**src/rtl/sfx_pkg.sv**
```systemverilog
// Shared types and sound tables for the sound-effect scheduler.
package sfx_pkg;

  localparam int SFX_NUM    = 4;
  localparam int SFX_ADDR_W = 14;
  localparam int SFX_CNT_W  = SFX_ADDR_W + 1;

  localparam int SFX_SHOT    = 0;
  localparam int SFX_STEP    = 1;
  localparam int SFX_EXPLODE = 2;
  localparam int SFX_UFO     = 3;

  typedef enum logic [1:0] {IDLE, FETCH, CAPTURE, WAIT} sfx_state_t;

  // UFO sits at the top of the ROM and wraps back to address 0.
  localparam logic [SFX_ADDR_W-1:0] SFX_BASE [SFX_NUM] =
    '{14'h0000, 14'h0100, 14'h0200, 14'h3FFE};
  localparam logic [SFX_CNT_W-1:0]  SFX_LEN  [SFX_NUM] =
    '{15'd3, 15'd2, 15'd2, 15'd3};

endpackage

```
**src/rtl/sfx_prio_enc.sv**
```systemverilog
// Highest-index-wins priority encoder over the pending request bits.
module sfx_prio_enc #(
  parameter int N  = 4,
  parameter int IW = $clog2(N)
) (
  input  logic [N-1:0]  req,
  output logic [IW-1:0] idx,
  output logic          any
);

  always_comb begin
    idx = '0;
    any = |req;
    for (int i = 0; i < N; i++) begin
      if (req[i]) idx = IW'(i);
    end
  end

endmodule

```
**src/rtl/sfx_scheduler.sv**
```systemverilog
// Sound-effect scheduler: arbitrates effect requests and feeds ROM samples to the I2S word.
// Optional build macro SFX_VOLUME_EN adds a volume[1:0] arithmetic-shift attenuator.
module sfx_scheduler
  import sfx_pkg::*;
#(
  parameter int WIDTH   = 16,
  parameter int NUM_SFX = SFX_NUM,
  parameter int ADDR_W  = SFX_ADDR_W
) (
  input  logic                       Clock,
  input  logic                       Reset,
  input  logic                       onOff,
`ifdef SFX_VOLUME_EN
  input  logic [1:0]                 volume,
`endif
  input  logic [NUM_SFX-1:0]         sfx_req,
  input  logic                       Ready,
  output logic [ADDR_W-1:0]          rom_addr,
  input  logic [WIDTH-1:0]           rom_data,
  output logic [2*WIDTH-1:0]         Tx,
  output logic                       busy,
  output logic [$clog2(NUM_SFX)-1:0] active_id,
  output logic [NUM_SFX-1:0]         sfx_done
);

  localparam int ID_W = $clog2(NUM_SFX);

  sfx_state_t                  state, state_nxt;
  logic        [NUM_SFX-1:0]   pending, pend_clr;
  logic                        ready_q, ready_rise;
  logic        [ADDR_W-1:0]    ptr;
  logic        [ADDR_W:0]      cnt;
  logic        [ID_W-1:0]      id, sel_idx;
  logic                        sel_any, load, finish;
  logic        [2*WIDTH-1:0]   tx_q;
  logic        [NUM_SFX-1:0]   done_q;
  logic        [1:0]           vol;
  logic signed [WIDTH-1:0]     sample_s;

  function automatic logic signed [WIDTH-1:0] scale_sample(
    input logic signed [WIDTH-1:0] s,
    input logic [1:0]              sh
  );
    return s >>> sh;
  endfunction

`ifdef SFX_VOLUME_EN
  assign vol = volume;
`else
  assign vol = 2'd0;
`endif

  assign ready_rise = Ready & ~ready_q;
  assign sample_s   = scale_sample($signed(rom_data), vol);

  sfx_prio_enc #(.N(NUM_SFX), .IW(ID_W)) u_prio (
    .req (pending),
    .idx (sel_idx),
    .any (sel_any)
  );

  always_ff @(posedge Clock) begin
    if (Reset) begin
      state   <= IDLE;
      pending <= '0;
      ready_q <= 1'b0;
      ptr     <= '0;
      cnt     <= '0;
      id      <= '0;
      tx_q    <= '0;
      done_q  <= '0;
    end else begin
      state   <= state_nxt;
      ready_q <= Ready;
      pending <= onOff ? ((pending & ~pend_clr) | sfx_req) : '0;
      done_q  <= '0;
      if (finish) done_q[id] <= 1'b1;
      if (load) begin
        ptr <= SFX_BASE[sel_idx];
        cnt <= SFX_LEN[sel_idx];
        id  <= sel_idx;
      end else if (state == CAPTURE) begin
        ptr <= ptr + ADDR_W'(1);
        cnt <= cnt - (ADDR_W+1)'(1);
      end
      // Tx is only rewritten in CAPTURE; any path back to IDLE silences it.
      if (!onOff || finish)
        tx_q <= '0;
      else if (state == CAPTURE)
        tx_q <= {sample_s, sample_s};
    end
  end

  always_comb begin
    state_nxt = state;
    load      = 1'b0;
    finish    = 1'b0;
    pend_clr  = '0;
    if (!onOff) begin
      state_nxt = IDLE;
    end else begin
      unique case (state)
        IDLE: begin
          if (sel_any) begin
            load      = 1'b1;
            state_nxt = FETCH;
          end
        end
        FETCH:   state_nxt = CAPTURE;
        CAPTURE: state_nxt = WAIT;
        WAIT: begin
          if (ready_rise) begin
            state_nxt = FETCH;
            if (cnt == '0) begin
              finish    = 1'b1;
              state_nxt = IDLE;
            end else if (sel_any && sel_idx >= id) begin
              // Equal index is a same-id restart, greater is a preemption.
              load = 1'b1;
            end
          end
        end
        default: state_nxt = IDLE;
      endcase
    end
    if (load) pend_clr[sel_idx] = 1'b1;
  end

  always_comb begin
    busy      = (state != IDLE);
    active_id = busy ? id : '0;
  end

  assign rom_addr = ptr;
  assign Tx       = tx_q;
  assign sfx_done = done_q;

endmodule

```
**config.mk**
```make
export PLATFORM = sky130hd
export DESIGN_NAME = sfx_scheduler
export DESIGN_NICKNAME = d
export VERILOG_FILES = /design/src/rtl/sfx_pkg.sv /design/src/rtl/sfx_prio_enc.sv /design/src/rtl/sfx_scheduler.sv
export SDC_FILE = /design/constraint.sdc
export NUM_CORES = 1
export LEC_CHECK = 0
export BUFFER_PORTS_ARGS = -buffer_cell sky130_fd_sc_hd__buf_2
export CAP_MARGIN = 20
export CORE_ASPECT_RATIO = 2
export CORE_MARGIN = 5
export CORE_UTILIZATION = 52
export DETAILED_ROUTE_END_ITERATION = 8
export GPL_ROUTABILITY_DRIVEN = 1
export HOLD_SLACK_MARGIN = 0.05
export PLACE_DENSITY_LB_ADDON = 0.15
export SLEW_MARGIN = 40
export SYNTH_ARGS = -nofsm -noshare
export SYNTH_HDL_FRONTEND = slang
export SYNTH_SLANG_ARGS = --single-unit
```
**constraint.sdc**
```tcl
create_clock -name Clock -period 2.75 [get_ports Clock]
set_input_delay 0.1375 -clock Clock [delete_from_list [all_inputs] [get_ports Clock]]
set_output_delay 0.1375 -clock Clock [all_outputs]
set_load 0.005 [all_outputs]
```
# Yosys cells after proc, flatten, opt, wreduce, memory -nomap -nowiden
# Cells that the tools add are included.
totals:
  wordCells: 76
  reg_bits: 74
  inputBits: 24
classes:
  addsub: 2
  magnitude_cmp: 6
  n_mux: 33
  n_reduce_logical: 14
  eq_ne: 5
  bitwise: 8
ops:
  columns: ["operator", "count"]
  rows:
  - ["15-bit 2-to-1 mux", 4]
  - ["14-bit 2-to-1 mux", 4]
  - ["15-bit binary-select mux with 2-bit select", 1]
  - ["14-bit binary-select mux with 2-bit select", 1]
  - ["15-bit logical NOT", 1]
  - ["15-bit by 1-bit subtractor with 15-bit output, second input constant", 1]
  - ["14-bit by 1-bit adder with 14-bit output, second input constant", 1]
  - ["1-bit 2-to-1 mux", 13]
  - ["2-bit 2-to-1 mux", 5]
  - ["2-bit one-hot mux with 4 select lines", 1]
  - ["2-bit by 3-bit < comparator with 1-bit output, second input constant", 2]
  - ["2-bit OR reduction", 3]
  - ["4-bit bitwise AND", 1]
  - ["1-bit demux with 2-bit select", 2]
  - ["2-bit equality test, second input constant", 2]
  - ["2-bit by 1-bit >= comparator with 1-bit output, second input constant", 2]
  - ["4-bit 2-to-1 mux", 1]
  - ["2-bit != test, second input constant", 2]
  - ["4-bit inverter", 1]
  - ["4-bit OR", 1]
  - ["2-bit nonzero test", 2]
  - ["4-bit OR reduction", 1]
  - ["3-bit >= comparator, second input constant", 1]
  - ["1-bit logical AND", 3]
  - ["other kinds (10)", 12]

# Logic depth before layout (Yosys ltp)
depth:
  depth_word: 14
  depth_mapped: 9
  mapped_depth_nobuf: 8

# Cells and area by module
# From an unflattened synthesis, not the netlist that was laid out.
unflattened:
  hier_cells: 301
  hier_area_um2: 2813.9
by_module_without_submodules:
  columns: ["mod", "instances", "cells_each", "area_per_inst_um2", "seq_area_each_um2"]
  rows:
  - ["sfx_scheduler", 1, 297, 2790.2, 1161.1]
  - ["sfx_prio_enc", 1, 4, 23.8, 0.0]

# Worst setup path before layout
# Ideal clock, no wire load.
synth_timing:
  kind: "register to register"
  start: "register pending[2]"
  end: "register ptr[9] (netlist: rom_addr[9])"
  arrival_time_ns: 1.886
  n_path_buf: 1
  path_stages_with_launch: 10
  slack_ns: 0.742
  setup_time_ns: 0.122
  t_required_ns: 2.628
  path_cell_list: "dfxtp_1 -> inv_1 -> a21oi_1 -> ha_1 -> nand2b_1 -> a21o_1 -> a41o_1 -> nand2_1 -> buf_4 -> a21oi_1"
synth_between:
  elab_chain_cells: 10
  word_cells_on_any_way: 17
  cone_classes: "order compare (1); mux (12); bitwise (1); reduce/logical (3)"
synth_lines:
  columns: ["item", "line", "source"]
  rows:
  - ["from (decl)", "sfx_scheduler.sv:29", "logic [NUM_SFX-1:0] pending, pend_clr;"]
  - ["from (signal assigned)", "sfx_scheduler.sv:75", "pending <= onOff ? ((pending & ~pend_clr) | sfx_req) : '0;"]
  - ["2-bit 2-to-1 mux (2 in series)", "sfx_prio_enc.sv:15", "if (req[i]) idx = IW'(i);"]
  - ["2-bit >= comparator", "sfx_scheduler.sv:117", "end else if (sel_any && sel_idx >= id) begin"]
  - ["1-bit logical AND", "sfx_scheduler.sv:117", null]
  - ["1-bit 2-to-1 mux", "sfx_scheduler.sv:117", null]
  - ["1-bit 2-to-1 mux", "sfx_scheduler.sv:114", "if (cnt == '0) begin"]
  - ["1-bit 2-to-1 mux", "sfx_scheduler.sv:112", "if (ready_rise) begin"]
  - ["1-bit one-hot mux with 2 select lines", "sfx_scheduler.sv:102", "unique case (state)"]
  - ["1-bit 2-to-1 mux", "sfx_scheduler.sv:99", "if (!onOff) begin"]
  - ["14-bit 2-to-1 mux or 2-bit nonzero test (tied branches)", null, null]
  - ["to (signal assigned)", "sfx_scheduler.sv:79", "ptr <= SFX_BASE[sel_idx];"]
  - ["to (signal assigned)", "sfx_scheduler.sv:83", "ptr <= ptr + ADDR_W'(1);"]
  - ["to (decl)", "sfx_scheduler.sv:31", "logic [ADDR_W-1:0] ptr;"]
# Several ways; a longest one is shown, not always the timed one. The select of a mux whose other input is x is not followed.
# A chain may end at the register's enable or synchronous reset.

# Worst setup path after layout
layout_timing:
  start: "register pending[2]"
  end: "register ptr[1] (netlist: rom_addr[1])"
# The elaborated chain is that of the path after synthesis.

==> qor.txt <==
CTS Buf Count -> 9
# DRC -> 0
largest net degree at the start of global routing -> 31
GRT overflow -> 0
highest metal used -> met4
placed inst area -> 3130 um^2
Syn Std Cell Area -> 2820 um^2
DRT antenna net count -> 0
dpl cells -> 407
# resized after CTS -> 0
P_int -> 0.00136 W
sequential share of the synthesized area -> 41.2%
hold path start -> Ready
core box area -> 5330 um^2
RSZ-0062 raised after global routing -> false
VDD IR max -> 0.000456 V
IO Pins -> 77
Design Area, Final -> 3460 um^2
standard-cell rows -> 38
Clk network pwr share -> 35.6%
Worst-Skew Late Latency -> 0.33 ns
PortBufs -> 76
met3 WL -> 341 um
global-route wire length before repair -> 10,200 um
Final Hold Slack -> 0.0594 ns
Setup TNS -> 0 ns
die width -> 62.0 um
die height -> 114 um
crit path launch -> pending[2]$_SDFF_PP0_
synth-to-layout area growth -> 23.0%
Final Skew -> 0.00647 ns
metal1 wirelength -> 2420 um
WS Path Type -> flop to flop
most frequent cells in the layout -> buf_2 (76), dfxtp_1 (58), nor2_1 (29)
Max Root-Sink Buffers -> 2
Post-CTS Setup Inserts -> 0
RR Startpoint -> pending[2]$_SDFF_PP0_
Sw Share -> 26.9%
final hold viol count -> 0
Diodes inserted -> 0
Worst-path clk slew -> 0.06 ns
Required @ worst endpoint -> 3.01 ns
Pwr Density -> 536 nW/um^2
Syn Area/Cell -> 9.64 um^2
Setup crit end kind -> flop
syn nets -> 326
count of flip-flops with a built-in enable after synthesis -> 0
Slew Limit Fails -> 0
die area -> 7070 um^2
sequential share of power -> 49.4%
drt total wl -> 6120 um
Final nets -> 409
Final Cycle Share -> 83.4%
Global Route Usage Sum -> 19.1%
leading cell type in the layout, fill and taps excluded -> buf_2
Setup crit start kind -> flop
FFs w/ async S/R, synth -> 0%
Layout Cells excl Fill -> 440
initial core utilization -> 52.9%
DR vias -> 2,300
Root Buffer -> clkbuf_8
Iter 0 DRT Violations -> 67
share of layout cells above drive strength 1 -> 31.8%
initial antenna violation count -> 0
clock sinks -> 58
YS warnings -> 0
vias in the first global route -> 2,241
H-Tree Depth -> 3
max-cap viol count -> 0
RePlAce Congestion -> 0.793
slew at the pin closest to its max-slew limit -> 0.614 ns
R2R Setup Slk -> 0.46 ns
Max-slew headroom -> 59.1%
WL per Instance -> 13.9 um
main flop type after synthesis -> dfxtp_1
CTS tree -> yes
final core utilization -> 65.0%
Netlist cell types -> 45
Setup Viol. Count Final -> 0
arrival time at the worst endpoint -> 2.56 ns
met2 routed WL -> 3240 um
crit path time final -> 2.29 ns
Gate power share -> 15.0%
#FFs+latches synth -> 58
HPWL after DPL -> 4370 um
Leak -> 1.47 nW
Worst Path Max Fanout -> 11
cells after synthesis -> 292
min-delay worst type -> primary input to flop
Vias/cell -> 5.23
sw power -> 0.000500 W
FMAX -> 0.436 GHz
router iterations before antenna repair -> 4
fillers -> 466
Hold-fix buffers, CTS -> 17
outcome -> completed
## routing by layer
| layer | vias to the layer above | track usage, % |
|---|---|---|
| met2 | 59 | 31.4 |
| li1 | 1150 | - |
| met3 | 9 | 5.64 |
| met4 | 0 | 8.36 |
| met1 | 1082 | 22.1 |
| met5 | - | 0 |
## worst max-delay path, cell delays in order, from the launching register on
cell      delay, ns
dfxtp_1        0.36
inv_1          0.05
a21oi_1        0.26
ha_1           0.29
nand2b_1       0.14
a21o_1         0.18
a41o_1         0.32
a31o_1         0.44
a21oi_1        0.19
## power by group through the flow
stage | clock network (W) | registers, W | logic (W)
after global routing | 0.000732 | 0.000923 | 0.000312
after floorplan | 0 | 0.000931 | 0.000184
after detailed placement | 0 | 0.000935 | 0.000260
after global placement | 0 | 0.000933 | 0.000254
final | 0.000661 | 0.000917 | 0.000278
after CTS | 0.000688 | 0.000917 | 0.000280
## cells in the mapped netlist (3+ instances only)
library cell	count	area, um^2
a31oi_1	5	31.3
xor2_1	13	114
o21ai_0	8	40.0
nand2_1	12	45.0
xnor2_1	12	105
nor2_4	10	113
nor2b_1	4	25.0
and3_1	3	18.8
buf_2	3	15.0
a21oi_2	10	87.6
dfxtp_1	58	1160
nand4_1	4	25.0
buf_6	3	33.8
ha_1	10	125
or3_1	4	25.0
buf_4	17	128
inv_1	15	56.3
a21oi_1	10	50.1
nor2_1	29	109
nor3_1	9	45.0
nand2b_1	3	18.8
mux2i_1	17	170
nand3_1	6	30.0
## cell families after synthesis
| group | Yosys count | share of synthesized area, % |
|---|---|---|
| AO/OA/AOI/OAI | 44 | 10.6 |
| XOR/XNOR | 25 | 7.78 |
| adder cells (fa/ha/maj) | 10 | 4.44 |
| buffers and inverters | 40 | 8.53 |
| flip-flops | 58 | 41.2 |
| multiplexers | 17 | 6.04 |
| AND/OR/NAND/NOR | 98 | 21.3 |
## flip-flops by register name, summed over array words and instances, names as in the netlist
signal and flops:
pending 4, cnt 15, id 2, state 2, rom_addr 14, Tx 16, ready_q 1, sfx_done 4
## metrics by stage
stage	total power (W)	worst slack (ns)
after floorplan	0.00112	0.742
after global placement	0.00119	0.511
after detailed placement	0.00120	0.454
after CTS	0.00189	0.434
after global routing	0.00197	0.244
final	0.00186	0.455
## cell type report
type | instances | area (um^2) | share of cell area [%]
clock buffer | 13 | 149 | 4.30
clock inverter | 3 | 15.0 | 0.434
inverter | 15 | 56.3 | 1.63
multi-input combinational | 194 | 1410 | 40.8
sequential | 58 | 1160 | 33.5
tap | 60 | 75.1 | 2.17
timing repair buffer | 97 | 593 | 17.1
## path summary, 6_finish.rpt
check,cells past startpoint,endpoint
max reg2reg,8,rom_addr[1]$_SDFFE_PP0P_
max,8,rom_addr[1]$_SDFFE_PP0P_
min,2,ready_q$_SDFF_PP0_
min reg2reg,1,sfx_done[0]$_SDFF_PP0_
Note: power is estimated with default switching activity, not from simulation.
